[src/rtl/piano_pkg.sv]
// rtl/piano_pkg.sv - shared note codes, entry layout and player state for the piano recorder
package piano_pkg;

  localparam logic [2:0] NOTE_REST = 3'd0;
  localparam logic [2:0] NOTE_C    = 3'd1;
  localparam logic [2:0] NOTE_D    = 3'd2;
  localparam logic [2:0] NOTE_E    = 3'd3;
  localparam logic [2:0] NOTE_F    = 3'd4;
  localparam logic [2:0] NOTE_G    = 3'd5;
  localparam logic [2:0] NOTE_A    = 3'd6;
  localparam logic [2:0] NOTE_B    = 3'd7;

  localparam logic [2:0] OCT_MIN     = 3'd1;
  localparam logic [2:0] OCT_MAX     = 3'd7;
  localparam logic [2:0] OCT_DEFAULT = 3'd4;

  // Recording entry: {octave[2:0], note[2:0]}
  localparam int ENTRY_W      = 6;
  localparam int ENT_OCT_LSB  = 3;
  localparam int ENT_NOTE_LSB = 0;

  typedef enum logic [2:0] {
    ST_IDLE  = 3'd0,
    ST_FETCH = 3'd1,
    ST_WAIT  = 3'd2,
    ST_PLAY  = 3'd3,
    ST_GAP   = 3'd4
  } player_state_t;

  function automatic logic [2:0] entry_octave(input logic [ENTRY_W-1:0] ent);
    return ent[ENT_OCT_LSB +: 3];
  endfunction

  function automatic logic [2:0] entry_note(input logic [ENTRY_W-1:0] ent);
    return ent[ENT_NOTE_LSB +: 3];
  endfunction

endpackage

[src/rtl/note_timer.sv]
// rtl/note_timer.sv - loadable down-counter with zero flag, shared by PLAY and GAP
module note_timer #(
  parameter int W = 8
) (
  input  logic         clk,
  input  logic         rst_n,
  input  logic         load,
  input  logic [W-1:0] load_val,
  output logic         zero
);

  logic [W-1:0] cnt;

  // Load on state entry, then count down and park at zero
  always_ff @(posedge clk or negedge rst_n) begin
    if (!rst_n) begin
      cnt <= '0;
    end else if (load) begin
      cnt <= load_val;
    end else if (cnt != '0) begin
      cnt <= cnt - W'(1);
    end
  end

  assign zero = (cnt == '0);

endmodule

[src/rtl/recording_player.sv]
// rtl/recording_player.sv - plays recorded {octave, note} entries to the amplifier
module recording_player
  import piano_pkg::*;
#(
  parameter int ADDR_W         = 8,
  parameter int TICKS_PER_NOTE = 250000,
  parameter int GAP_TICKS      = 2500
) (
  input  logic              clk,
  input  logic              rst_n,
  input  logic              start,
  input  logic              stop,
  input  logic [ADDR_W-1:0] rec_len,
  output logic              rd_en,
  output logic [ADDR_W-1:0] rd_addr,
  input  logic [5:0]        rd_data,
  output logic [2:0]        octave,
  output logic [2:0]        note,
  output logic              busy,
  output logic              done
);

  localparam int MAX_TICKS = (TICKS_PER_NOTE > GAP_TICKS) ? TICKS_PER_NOTE : GAP_TICKS;
  localparam int CNT_W     = $clog2(MAX_TICKS + 1);
  localparam bit HAS_GAP   = (GAP_TICKS != 0);
  localparam logic [CNT_W-1:0] PLAY_LD = CNT_W'(TICKS_PER_NOTE - 1);
  localparam logic [CNT_W-1:0] GAP_LD  = CNT_W'(HAS_GAP ? GAP_TICKS - 1 : 0);

  player_state_t     state;
  logic [ADDR_W-1:0] len_q;
  logic              last_entry;
  logic              tmr_load;
  logic [CNT_W-1:0]  tmr_val;
  logic              tmr_zero;

  // rd_addr doubles as the read pointer; it never moves past len_q-1
  assign last_entry = (rd_addr == len_q - ADDR_W'(1));

  // The timer is reloaded on entry to PLAY (from WAIT) and to GAP (from PLAY)
  assign tmr_load = (state == ST_WAIT) || ((state == ST_PLAY) && tmr_zero);
  assign tmr_val  = (state == ST_WAIT) ? PLAY_LD : GAP_LD;

  note_timer #(.W(CNT_W)) u_timer (
    .clk      (clk),
    .rst_n    (rst_n),
    .load     (tmr_load),
    .load_val (tmr_val),
    .zero     (tmr_zero)
  );

  // Playback FSM with registered read strobe, note outputs and status flags
  always_ff @(posedge clk or negedge rst_n) begin
    if (!rst_n) begin
      state   <= ST_IDLE;
      len_q   <= '0;
      rd_en   <= 1'b0;
      rd_addr <= '0;
      octave  <= '0;
      note    <= NOTE_REST;
      busy    <= 1'b0;
      done    <= 1'b0;
    end else begin
      rd_en <= 1'b0;
      done  <= 1'b0;
      if (stop) begin
        state  <= ST_IDLE;
        octave <= '0;
        note   <= NOTE_REST;
        busy   <= 1'b0;
      end else begin
        case (state)
          ST_IDLE: begin
            if (start) begin
              if (rec_len != '0) begin
                state   <= ST_FETCH;
                len_q   <= rec_len;
                rd_addr <= '0;
                rd_en   <= 1'b1;
                busy    <= 1'b1;
              end else begin
                done <= 1'b1;
              end
            end
          end
          ST_FETCH: begin
            state <= ST_WAIT;
          end
          ST_WAIT: begin
            state  <= ST_PLAY;
            octave <= entry_octave(rd_data);
            note   <= entry_note(rd_data);
          end
          ST_PLAY: begin
            if (tmr_zero) begin
              octave <= '0;
              note   <= NOTE_REST;
              if (HAS_GAP) begin
                state <= ST_GAP;
              end else if (last_entry) begin
                state <= ST_IDLE;
                busy  <= 1'b0;
                done  <= 1'b1;
              end else begin
                state   <= ST_FETCH;
                rd_addr <= rd_addr + ADDR_W'(1);
                rd_en   <= 1'b1;
              end
            end
          end
          ST_GAP: begin
            if (tmr_zero) begin
              if (last_entry) begin
                state <= ST_IDLE;
                busy  <= 1'b0;
                done  <= 1'b1;
              end else begin
                state   <= ST_FETCH;
                rd_addr <= rd_addr + ADDR_W'(1);
                rd_en   <= 1'b1;
              end
            end
          end
          default: begin
            state  <= ST_IDLE;
            octave <= '0;
            note   <= NOTE_REST;
            busy   <= 1'b0;
          end
        endcase
      end
    end
  end

endmodule

[config.mk]
export PLATFORM = sky130hd
export DESIGN_NAME = recording_player
export DESIGN_NICKNAME = d
export VERILOG_FILES = /design/src/rtl/piano_pkg.sv /design/src/rtl/note_timer.sv /design/src/rtl/recording_player.sv
export SDC_FILE = /design/constraint.sdc
export NUM_CORES = 1
export LEC_CHECK = 0
export CAP_MARGIN = 20
export CORE_MARGIN = 1.5
export CORE_UTILIZATION = 50
export CTS_CLUSTER_DIAMETER = 100
export DETAILED_ROUTE_END_ITERATION = 16
export HOLD_SLACK_MARGIN = 0.12
export PLACE_DENSITY = 0.78
export SYNTH_ARGS = -nofsm -noshare
export SYNTH_HDL_FRONTEND = slang
export SYNTH_SLANG_ARGS = --single-unit
[constraint.sdc]
create_clock -name clk -period 6.55 [get_ports clk]
set_clock_uncertainty 0.05 [all_clocks]
set_input_delay 0.9825 -clock clk [delete_from_list [all_inputs] [get_ports clk]]
set_output_delay 0.9825 -clock clk [all_outputs]
set_load 0.03 [all_outputs]
==> flow_summary.json <==
{
  "ys_ff_latch": 46,
  "drt_pre_antenna_iters": 4,
  "hold_viol": 0,
  "worst-path-max-fanout": 17,
  "drive_above_1_share": 0.08621,
  "ys_types": 48,
  "routed_wl_um": 4958,
  "synth_flop_cell": "dfrtp_1",
  "drt_iter0_drc": 107,
  "grt_pass1_vias": 1741,
  "rows": 25,
  "nFillCells": 416,
  "yosys-top-cells-area": "dfrtp_1 (47%), nand2_1 (4.0%), xnor2_1 (3.9%), a21oi_1 (3.2%), mux2_2 (3.2%)",
  "max_freq_mhz": 309.2,
  "ios": 35,
  "ys_seq_area_frac": 0.4661,
  "power_frac_comb": 0.229,
  "maxSlewViolCount": 0,
  "place_congestion": 0.7958,
  "yosysTopAreaCell": "dfrtp_1",
  "drcViolationCount": 0,
  "antenna_found_initial": 0,
  "p_clk_frac": 0.249,
  "outcome": "finished clean",
  "synthTopCellsByCount": "dfrtp_1 (46), nand2_1 (26), nor2_1 (21)",
  "slowest_stage": "nor3b_2",
  "slew_headroom": 0.3162,
  "via_per_inst": 5.574,
  "syn-num-nets": 275,
  "die_w_um": 73.29,
  "crit_type": "input pin to register",
  "antenna_cells": 0,
  "post_cts_buffers": 0,
  "syn-cell-area_mm2": 0.002470,
  "globalRouteMet2Util": 0.3010,
  "synth-edff-count": 0,
  "peakVddDrop_mv": 0.1474,
  "cp-start-kind": "input pin",
  "htreeDepth": 2,
  "power_frac_seq": 0.522,
  "area_delta_synth_final_pct": 19.96,
  "switchingPower_w": 0.0002217,
  "gr-usage-met1": 0.3013,
  "grt_pass1_wl_um": 8431,
  "wire_per_inst_um": 13.89,
  "p_int_w": 0.0004911,
  "power.leakage_nw": 1.186,
  "syn_avg_cell_area_um2": 9.724,
  "numCtsBuffers": 5,
  "initial_core_util": 0.5195,
  "nNetsFinal": 310,
  "overflow": 0,
  "setup_viol": 0,
  "ys_async_sr_fraction": 1.000,
  "clk_pin_slew_ns": 0.09,
  "synth_warnings": 0,
  "cts_sinks": 46,
  "fin_crit_sh": 0.4938,
  "cts_resized": 0,
  "slowest_delay_ns": 0.84,
  "vias": 1990,
  "r2r-end": "rd_addr[0]",
  "worstPathCellList": "clkdlybuf4s50_1 > or3_1 > nor3b_2 > o21bai_1 > mux2_2",
  "root_buffer": "clkbuf_8",
  "die_h_um": 73.29,
  "hold_path_class": "input pin to asynchronous set/reset pin",
  "groute.usage.overall": 0.2065,
  "dp_hpwl_um": 3438,
  "cts.path.max_buffers": 2,
  "yosysTopAreaCellShare": 0.4661,
  "drv_cap": 0,
  "grt_max_degree": 47,
  "top_usage_layer": "met1",
  "detail-route-antenna-nets": 0,
  "core_area_mm2": 0.004755,
  "rr_worst_depth": 7,
  "die-area_mm2": 0.005371,
  "min_period_ns": 3.234,
  "ctsHoldBuffers": 0,
  "tightest_slew_ns": 1.021,
  "p_sw_frac": 0.3111,
  "ff2ff_setup_slack_ns": 3.89,
  "r2r-start": "len_q[2]",
  "cts_tree": "done",
  "critPathCapture": "rd_addr[0]",
  "tns_ns": 0,
  "netlist_instances": 254,
  "insertion_delay_ns": 0.30,
  "met3_usage": 0.04664,
  "power_w": 0.0007128,
  "critPathLaunch": "stop",
  "io_buffers": 34,
  "end_kind": "register",
  "grt_setup_unrepaired": "false",
  "worst_ep_arrival_time_ns": 3.37,
  "yosysMostFrequentCell": "dfrtp_1",
  "worstPathRequired_ns": 6.68,
  "powerDensity_mw_per_mm2": 240.6
}
[power groups by stage]
stage	clock network (W)	logic [W]	registers [W]
after floorplan	0	0.000115	0.000371
after global placement	0	0.000158	0.000375
after detailed placement	0	0.000162	0.000377
after CTS	0.000181	0.000163	0.000372
after global routing	0.000194	0.000183	0.000378
final	0.000177	0.000163	0.000372
[per-stage QoR]
| stage | hold slack (ns) | setup slack, ns | instance area [um^2] | std cells | utilization |
|---|---|---|---|---|---|
| global placement | 0.4334 | 3.047 | 2851 | 348 | 0.5997 |
| finish | 0.4391 | 3.316 | 2963 | 357 | 0.6232 |
| floorplan | 0.4387 | 3.941 | 2470 | 254 | - |
| detailed placement | 0.4338 | 3.030 | 2851 | 348 | 0.5997 |
| CTS | 0.4614 | 3.335 | 2943 | 356 | 0.6189 |
| global route | 0.4330 | 3.160 | 2963 | 357 | 0.6232 |
[layer usage]
layer  up-vias  routed length, um
met4         0                 78
met5         -                  0
met1       946               2477
met2        48               2213
met3         6                188
li1        990                  -
[flip-flops by register name, summed over array words and instances (netlist names)]
register     count
u_timer.cnt     18
len_q            8
rd_addr          8
note             3
octave           3
state            3
busy             1
done             1
rd_en            1
[area by class of cell]
| type | count | area [um^2] | share of cell area |
|---|---|---|---|
| clock inverter | 1 | 5.005 | 0.001689 |
| timing repair buffer | 35 | 355.3 | 0.1199 |
| tap | 67 | 83.83 | 0.02829 |
| sequential | 46 | 1151 | 0.3885 |
| multi-input combinational | 193 | 1251 | 0.4223 |
| clock buffer | 7 | 86.33 | 0.02914 |
| inverter | 8 | 30.03 | 0.01014 |
[cells in the final DEF, fill, tap and decap left out, drive strengths merged, types with 2 or more instances in the layout]
| cell | instances |
|---|---|
| nor3b | 3 |
| clkdlybuf4s50 | 33 |
| nor2b | 2 |
| and2 | 2 |
| a21oi | 16 |
| nand2b | 3 |
| inv | 8 |
| a31oi | 3 |
| ha | 3 |
| buf | 2 |
| mux2i | 2 |
| nand4 | 6 |
| and3 | 2 |
| mux2 | 7 |
| xor2 | 8 |
| a22o | 6 |
| or3 | 7 |
| nand3b | 3 |
| nor2 | 21 |
| nand3 | 9 |
| o21ai | 11 |
| dfrtp | 46 |
| o31ai | 6 |
| nand2 | 26 |
| clkbuf | 7 |
| or4 | 5 |
| a2111oi | 2 |
| xnor2 | 11 |
| nor4 | 5 |
| nor3 | 10 |
[how the worst min path moves through the flow]
stage | from | endpoint | slack (ns) | depth (start not counted)
5_1_grt | rst_n | u_timer.cnt[2] | 0.43 | 1
3_3_place_gp | note[0] | note[0] | 0.43 | 1
2_1_floorplan | u_timer.cnt[12] | u_timer.cnt[12] | 0.44 | 2
4_1_cts | note[1] | note[1] | 0.46 | 1
6_report | rst_n | u_timer.cnt[1] | 0.44 | 1
3_5_place_dp | octave[0] | octave[0] | 0.43 | 1
[critical path: cells and delay by family]
family                 cells  cell delay, ns
AOI/OAI and AO/OA          1            0.28
buffers and inverters      1            0.49
muxes                      1            0.36
and+or+nand+nor            2            1.25
[kinds of logic (layout without fill, tap and decap cells)]
group | Yosys count | count (layout) | share of synthesized area
adders and majority gates | 3 | 3 | 0.01520
DFF | 46 | 46 | 0.4661
and+or+nand+nor | 110 | 110 | 0.2477
xor gates and xnor gates | 19 | 19 | 0.06738
muxes | 9 | 9 | 0.04002
AOI/OAI and AO/OA | 52 | 52 | 0.1363
buffers and inverters | 15 | 51 | 0.02736
(Power assumes the default switching activity.)
